<file path="src/rtl/sram2_initiator.sv">
// Single-outstanding bridge from a valid/ready request port onto the SRAM2 bus; optional parity via SRAM2_PARITY_EN.
// Latency: bus access responds 2 cycles after acceptance, window/alignment errors respond after 1 cycle.
// Backpressure: req_ready only in IDLE; response held stable until rsp_ready.
module sram2_initiator #(
  parameter logic [31:0] BASE_ADDR    = 32'h1000_0000,
  parameter logic [31:0] WINDOW_BYTES = 32'h0000_8000
) (
  input  logic        clock,
  input  logic        reset_n,
  input  logic        req_valid,
  output logic        req_ready,
  input  logic        req_write,
  input  logic [31:0] req_addr,
  input  logic [31:0] req_wdata,
  output logic        rsp_valid,
  input  logic        rsp_ready,
  output logic [31:0] rsp_rdata,
  output logic [1:0]  rsp_err,
  output logic [31:0] mem_address,
  output logic        mem_write_enable,
  output logic [35:0] mem_data_out,
  input  logic [31:0] mem_data_in,
  input  logic        mem_parity_error
);

  localparam logic [1:0] ST_IDLE  = 2'd0;
  localparam logic [1:0] ST_ISSUE = 2'd1;
  localparam logic [1:0] ST_RESP  = 2'd2;

  localparam logic [1:0] ERR_OK    = 2'b00;
  localparam logic [1:0] ERR_WIN   = 2'b01;
  localparam logic [1:0] ERR_ALIGN = 2'b10;
  localparam logic [1:0] ERR_PAR   = 2'b11;

  logic [1:0]  state;
  logic        lat_write;
  logic [31:0] lat_addr;
  logic [31:0] lat_wdata;
  logic [31:0] hold_q;
  logic [1:0]  err_q;
  logic [3:0]  parity;
  logic        perr_hit;
  logic        in_window;
  logic [32:0] win_lo;
  logic [32:0] win_end;

  // 33-bit compare so a window ending at 4 GB cannot wrap.
  assign win_lo    = {1'b0, BASE_ADDR};
  assign win_end   = win_lo + {1'b0, WINDOW_BYTES};
  assign in_window = ({1'b0, req_addr} >= win_lo) && ({1'b0, req_addr} < win_end);

`ifdef SRAM2_PARITY_EN
  assign parity   = {^lat_wdata[31:24], ^lat_wdata[23:16], ^lat_wdata[15:8], ^lat_wdata[7:0]};
  assign perr_hit = mem_parity_error;
`else
  logic unused_parity_error;
  assign unused_parity_error = mem_parity_error;
  assign parity   = 4'b0000;
  assign perr_hit = 1'b0;
`endif

  always_ff @(posedge clock or negedge reset_n) begin
    if (!reset_n) begin
      state     <= ST_IDLE;
      lat_write <= 1'b0;
      lat_addr  <= 32'h0000_0000;
      lat_wdata <= 32'h0000_0000;
      err_q     <= ERR_OK;
    end else begin
      case (state)
        ST_IDLE: begin
          if (req_valid) begin
            lat_write <= req_write;
            lat_addr  <= req_addr;
            lat_wdata <= req_wdata;
            if (!in_window) begin
              err_q <= ERR_WIN;
              state <= ST_RESP;
            end else if (req_addr[1:0] != 2'b00) begin
              err_q <= ERR_ALIGN;
              state <= ST_RESP;
            end else begin
              err_q <= ERR_OK;
              state <= ST_ISSUE;
            end
          end
        end
        ST_ISSUE: begin
          if (lat_write && perr_hit) err_q <= ERR_PAR;
          state <= ST_RESP;
        end
        ST_RESP: begin
          if (rsp_ready) state <= ST_IDLE;
        end
        default: state <= ST_IDLE;
      endcase
    end
  end

  // SRAM2 read data is only valid in the second half of the ISSUE cycle.
  always_ff @(negedge clock or negedge reset_n) begin
    if (!reset_n) begin
      hold_q <= 32'h0000_0000;
    end else if (state == ST_ISSUE) begin
      hold_q <= mem_data_in;
    end
  end

  assign req_ready        = (state == ST_IDLE);
  assign rsp_valid        = (state == ST_RESP);
  assign rsp_err          = (state == ST_RESP) ? err_q : ERR_OK;
  assign rsp_rdata        = (state == ST_RESP && !lat_write && err_q == ERR_OK) ? hold_q : 32'h0000_0000;
  assign mem_address      = (state == ST_ISSUE) ? lat_addr : 32'h0000_0000;
  assign mem_write_enable = (state == ST_ISSUE) && lat_write;
  assign mem_data_out     = (state == ST_ISSUE) ? {parity, lat_wdata} : 36'h0_0000_0000;

endmodule

</file>
<file path="config.mk">
export PLATFORM = sky130hd
export DESIGN_NAME = sram2_initiator
export DESIGN_NICKNAME = d
export VERILOG_FILES = /design/src/rtl/sram2_initiator.sv
export SDC_FILE = /design/constraint.sdc
export NUM_CORES = 1
export LEC_CHECK = 0
export ABC_AREA = 1
export ABC_CLOCK_PERIOD_IN_PS = 1600
export CAP_MARGIN = 15
export CORE_MARGIN = 8
export CORE_UTILIZATION = 35
export CTS_CLUSTER_DIAMETER = 50
export CTS_CLUSTER_SIZE = 12
export DETAILED_ROUTE_END_ITERATION = 8
export PLACE_DENSITY = 0.68
export SYNTH_ARGS = -nofsm -noshare
export SYNTH_HDL_FRONTEND = slang
export SYNTH_SLANG_ARGS = --single-unit
</file>
<file path="constraint.sdc">
create_clock -name clock -period 1.6 [get_ports clock]
set_input_delay 0.48 -clock clock [delete_from_list [all_inputs] [get_ports clock]]
set_output_delay 0.48 -clock clock [all_outputs]
set_load 0.005 [all_outputs]
</file>
==> impl_metrics.json <==
{
  "tightest_slew_ps": 765,
  "clockBufferDepth": 2,
  "p_comb_frac": 0.296,
  "cp-end-kind": "output pin",
  "violations": "negative setup slack",
  "cts_sinks": 101,
  "drv_slew": 0,
  "die_h_um": 135,
  "grt_pass1_vias": 5439,
  "synth_cell_types": 24,
  "fill_cells": 981,
  "required_ps": 1120,
  "fp.dieW_um": 135,
  "ant_nets": 0,
  "grt_use_total": 0.196,
  "totalPowerFinal_mw": 7.21,
  "r2r_end": "hold_q[7]$_DFFE_NN0P_",
  "r2r_cells": 8,
  "place_congestion": 0.772,
  "path_max_fanout": 2,
  "drt_wl_total_mm": 19.6,
  "rsz0062_at_grt": "true",
  "grt_util_met3": 0.0419,
  "postSynthAreaPerCell_um2": 8.70,
  "cap_viol_max_count": 0,
  "rr_startpoint": "state[1]$_DFFE_PN0P_",
  "area_growth_pct": 103,
  "ys_ff_latch": 101,
  "finalWorstSetupSlack_ps": -769,
  "gr-total-overflow": 0,
  "powerDensity_nw_per_um2": 712,
  "muxShareOfSynthArea": 0,
  "insertion_delay_ps": 340,
  "synth_top_family_by_area": "simple AND/OR/NAND/NOR gates",
  "cts_hold_buf": 0,
  "ys_warn_count": 0,
  "r2r_slack_ps": -570,
  "p_int_mw": 5.07,
  "viasPerCell": 4.62,
  "io_pins": 207,
  "setup_viol": 201,
  "nets": 1037,
  "synth.cell_area_um2": 4990,
  "dpl.hpwl_mm": 10.9,
  "vdd_drop_max_mv": 0.450,
  "hold_slack_ps": 199,
  "wl_per_cell_um": 17.5,
  "drtIter0Drc": 240,
  "dieArea_um2": 18300,
  "grt_use_met2": 0.338,
  "finalSetupTns_ps": -69160,
  "synth_top_area_cell": "dfrtp_1",
  "hold_viol": 0,
  "cp.arrival_ps": 1890,
  "yosys.area_share.simple": 0.207,
  "p_seq_frac": 0.423,
  "relSlewSlack": 0.490,
  "floorplan.initialDensity": 0.358,
  "switchingPower_mw": 2.15,
  "core_um2": 13900,
  "numPortBuffers": 201,
  "root_buffer": "clkbuf_16",
  "grt_max_degree": 59,
  "num_rows": 43,
  "synth-adder-area-share": 0,
  "hp-class": "input pin to asynchronous set/reset pin",
  "yosysSeqAreaShare": 0.506,
  "synth_compound_area_frac": 0.142,
  "cts_max_level": 3,
  "utilization": 0.727,
  "syn_inst": 574,
  "path_clk_slew_ps": 70,
  "first_pass_iters": 4,
  "critical_path_class": "flip-flop to output pin",
  "use_met1": 0.227,
  "critPathLaunchType": "flip-flop",
  "num_vias": 5175,
  "cellLeakagePower_nw": 4.83,
  "synth_area_leaders": "dfrtp_1, dfrtn_1, nor2_1, o21ai_2, inv_1",
  "clkPwrFrac": 0.281,
  "synth_top_area_share": 0.346,
  "cts_tree": "done",
  "status": "finished, violations left",
  "num_antenna_cells": 0,
  "yosys.area_share.xor_xnor": 0,
  "drc": 0,
  "numCtsBuffers": 9,
  "drive_gt1_frac": 0.632,
  "antenna_found_initial": 0,
  "finClkSkew_ps": 7.77,
  "switching_share": 0.297,
  "grt_busiest_layer": "met2",
  "grt_pass1_wl_mm": 28.3
}
-- Yosys cell counts, drive strengths merged --
cell type / number
nor3: 1
dfrtp: 69
clkbuf: 2
nand3: 3
nor2: 146
buf: 33
nand2: 73
a21oi: 32
nand4: 2
inv: 112
dfrtn: 32
o21ai: 68
conb: 1
-- registers in the layout, summed over array words and instances, names as in the netlist --
signal and count:
lat_wdata 32, state 2, hold_q 32, err_q 2, lat_write 1, lat_addr 32
-- layout make-up --
class | count | area, µm² | share of cell area
clock buffers | 14 | 254 | 0.0251
flip-flops and latches | 101 | 2530 | 0.250
multi-input cells | 330 | 2710 | 0.267
clock inverters | 2 | 10.0 | 0.000989
well taps | 180 | 225 | 0.0222
repair buffers | 381 | 3970 | 0.392
inverters | 112 | 428 | 0.0423
-- through the flow --
step                      std cells  setup WS [ps]  cell area [µm²]
after global routing           1120           -778            10100
after global placement          985           -734             7570
after detailed placement        985           -739             7570
final                          1120           -769            10100
after floorplan                 577           -277             5020
after CTS                      1088           -725             9140
-- worst max path at each step --
| stage | from | cells past startpoint | endpoint | slack (ps) |
|---|---|---|---|---|
| after floorplan | state[1]$_DFFE_PN0P_ | 6 | hold_q[28]$_DFFE_NN0P_ | -280 |
| after global placement | hold_q[30]$_DFFE_NN0P_ | 3 | rsp_rdata[30] | -730 |
| after detailed placement | hold_q[21]$_DFFE_NN0P_ | 3 | rsp_rdata[21] | -740 |
| after CTS | hold_q[18]$_DFFE_NN0P_ | 3 | rsp_rdata[18] | -730 |
| after global routing | hold_q[4]$_DFFE_NN0P_ | 3 | rsp_rdata[4] | -780 |
| final | hold_q[4]$_DFFE_NN0P_ | 3 | rsp_rdata[4] | -770 |
-- cells by family (layout without fill, tap and decap cells) --
group / Yosys count / after routing
flip-flops: 101 / 101
AND/OR/NAND/NOR: 225 / 226
other: 1 / 4
AO/OA/AOI/OAI: 100 / 100
buffers and inverters: 147 / 509
-- metal layers --
| layer | up-vias | part of all wire |
|---|---|---|
| li1 | 2447 | - |
| met1 | 2527 | 0.40 |
| met2 | 159 | 0.52 |
| met3 | 42 | 0.047 |
| met4 | 0 | 0.034 |
| met5 | - | 0 |
-- cell usage in the layout, fill, tap and decap left out, types with 3 or more instances in the layout --
master           instances
a21oi_1                  5
a21oi_2                 27
buf_12                  23
buf_16                  15
buf_2                   86
buf_4                   83
buf_6                   48
buf_8                   16
clkbuf_1                 4
clkbuf_16               20
clkdlybuf4s50_1         99
conb_1                   4
dfrtn_1                 32
dfrtp_1                 69
inv_1                   77
inv_2                   32
inv_4                    3
nand2_1                  8
nand2_2                 53
nand2_4                 11
nor2_1                  41
nor2_2                  15
nor2_4                  89
o21ai_2                 65
-- power groups by stage --
stage / clock network [mW] / registers, mW / logic [mW]
after floorplan: 0 / 3.06 / 0.874
after global placement: 0 / 3.07 / 1.42
after detailed placement: 0 / 3.08 / 1.47
after CTS: 2.06 / 3.04 / 1.68
after global routing: 2.15 / 3.08 / 2.30
final: 2.03 / 3.05 / 2.14
-- worst max-delay path: stages (launching register included) --
cell and delay (ps):
dfrtn_1 410, inv_2 60, nor2_2 130, buf_2 130
-- timing repair --
action | CTS | global route
endpoints found under the setup margin | 133 | 181
gates cloned | 17 | 12
resized for setup | 578 | 232
pin swaps | 21 | 33
buffers inserted | 86 | 28
Power figures use the tool's default switching activity.
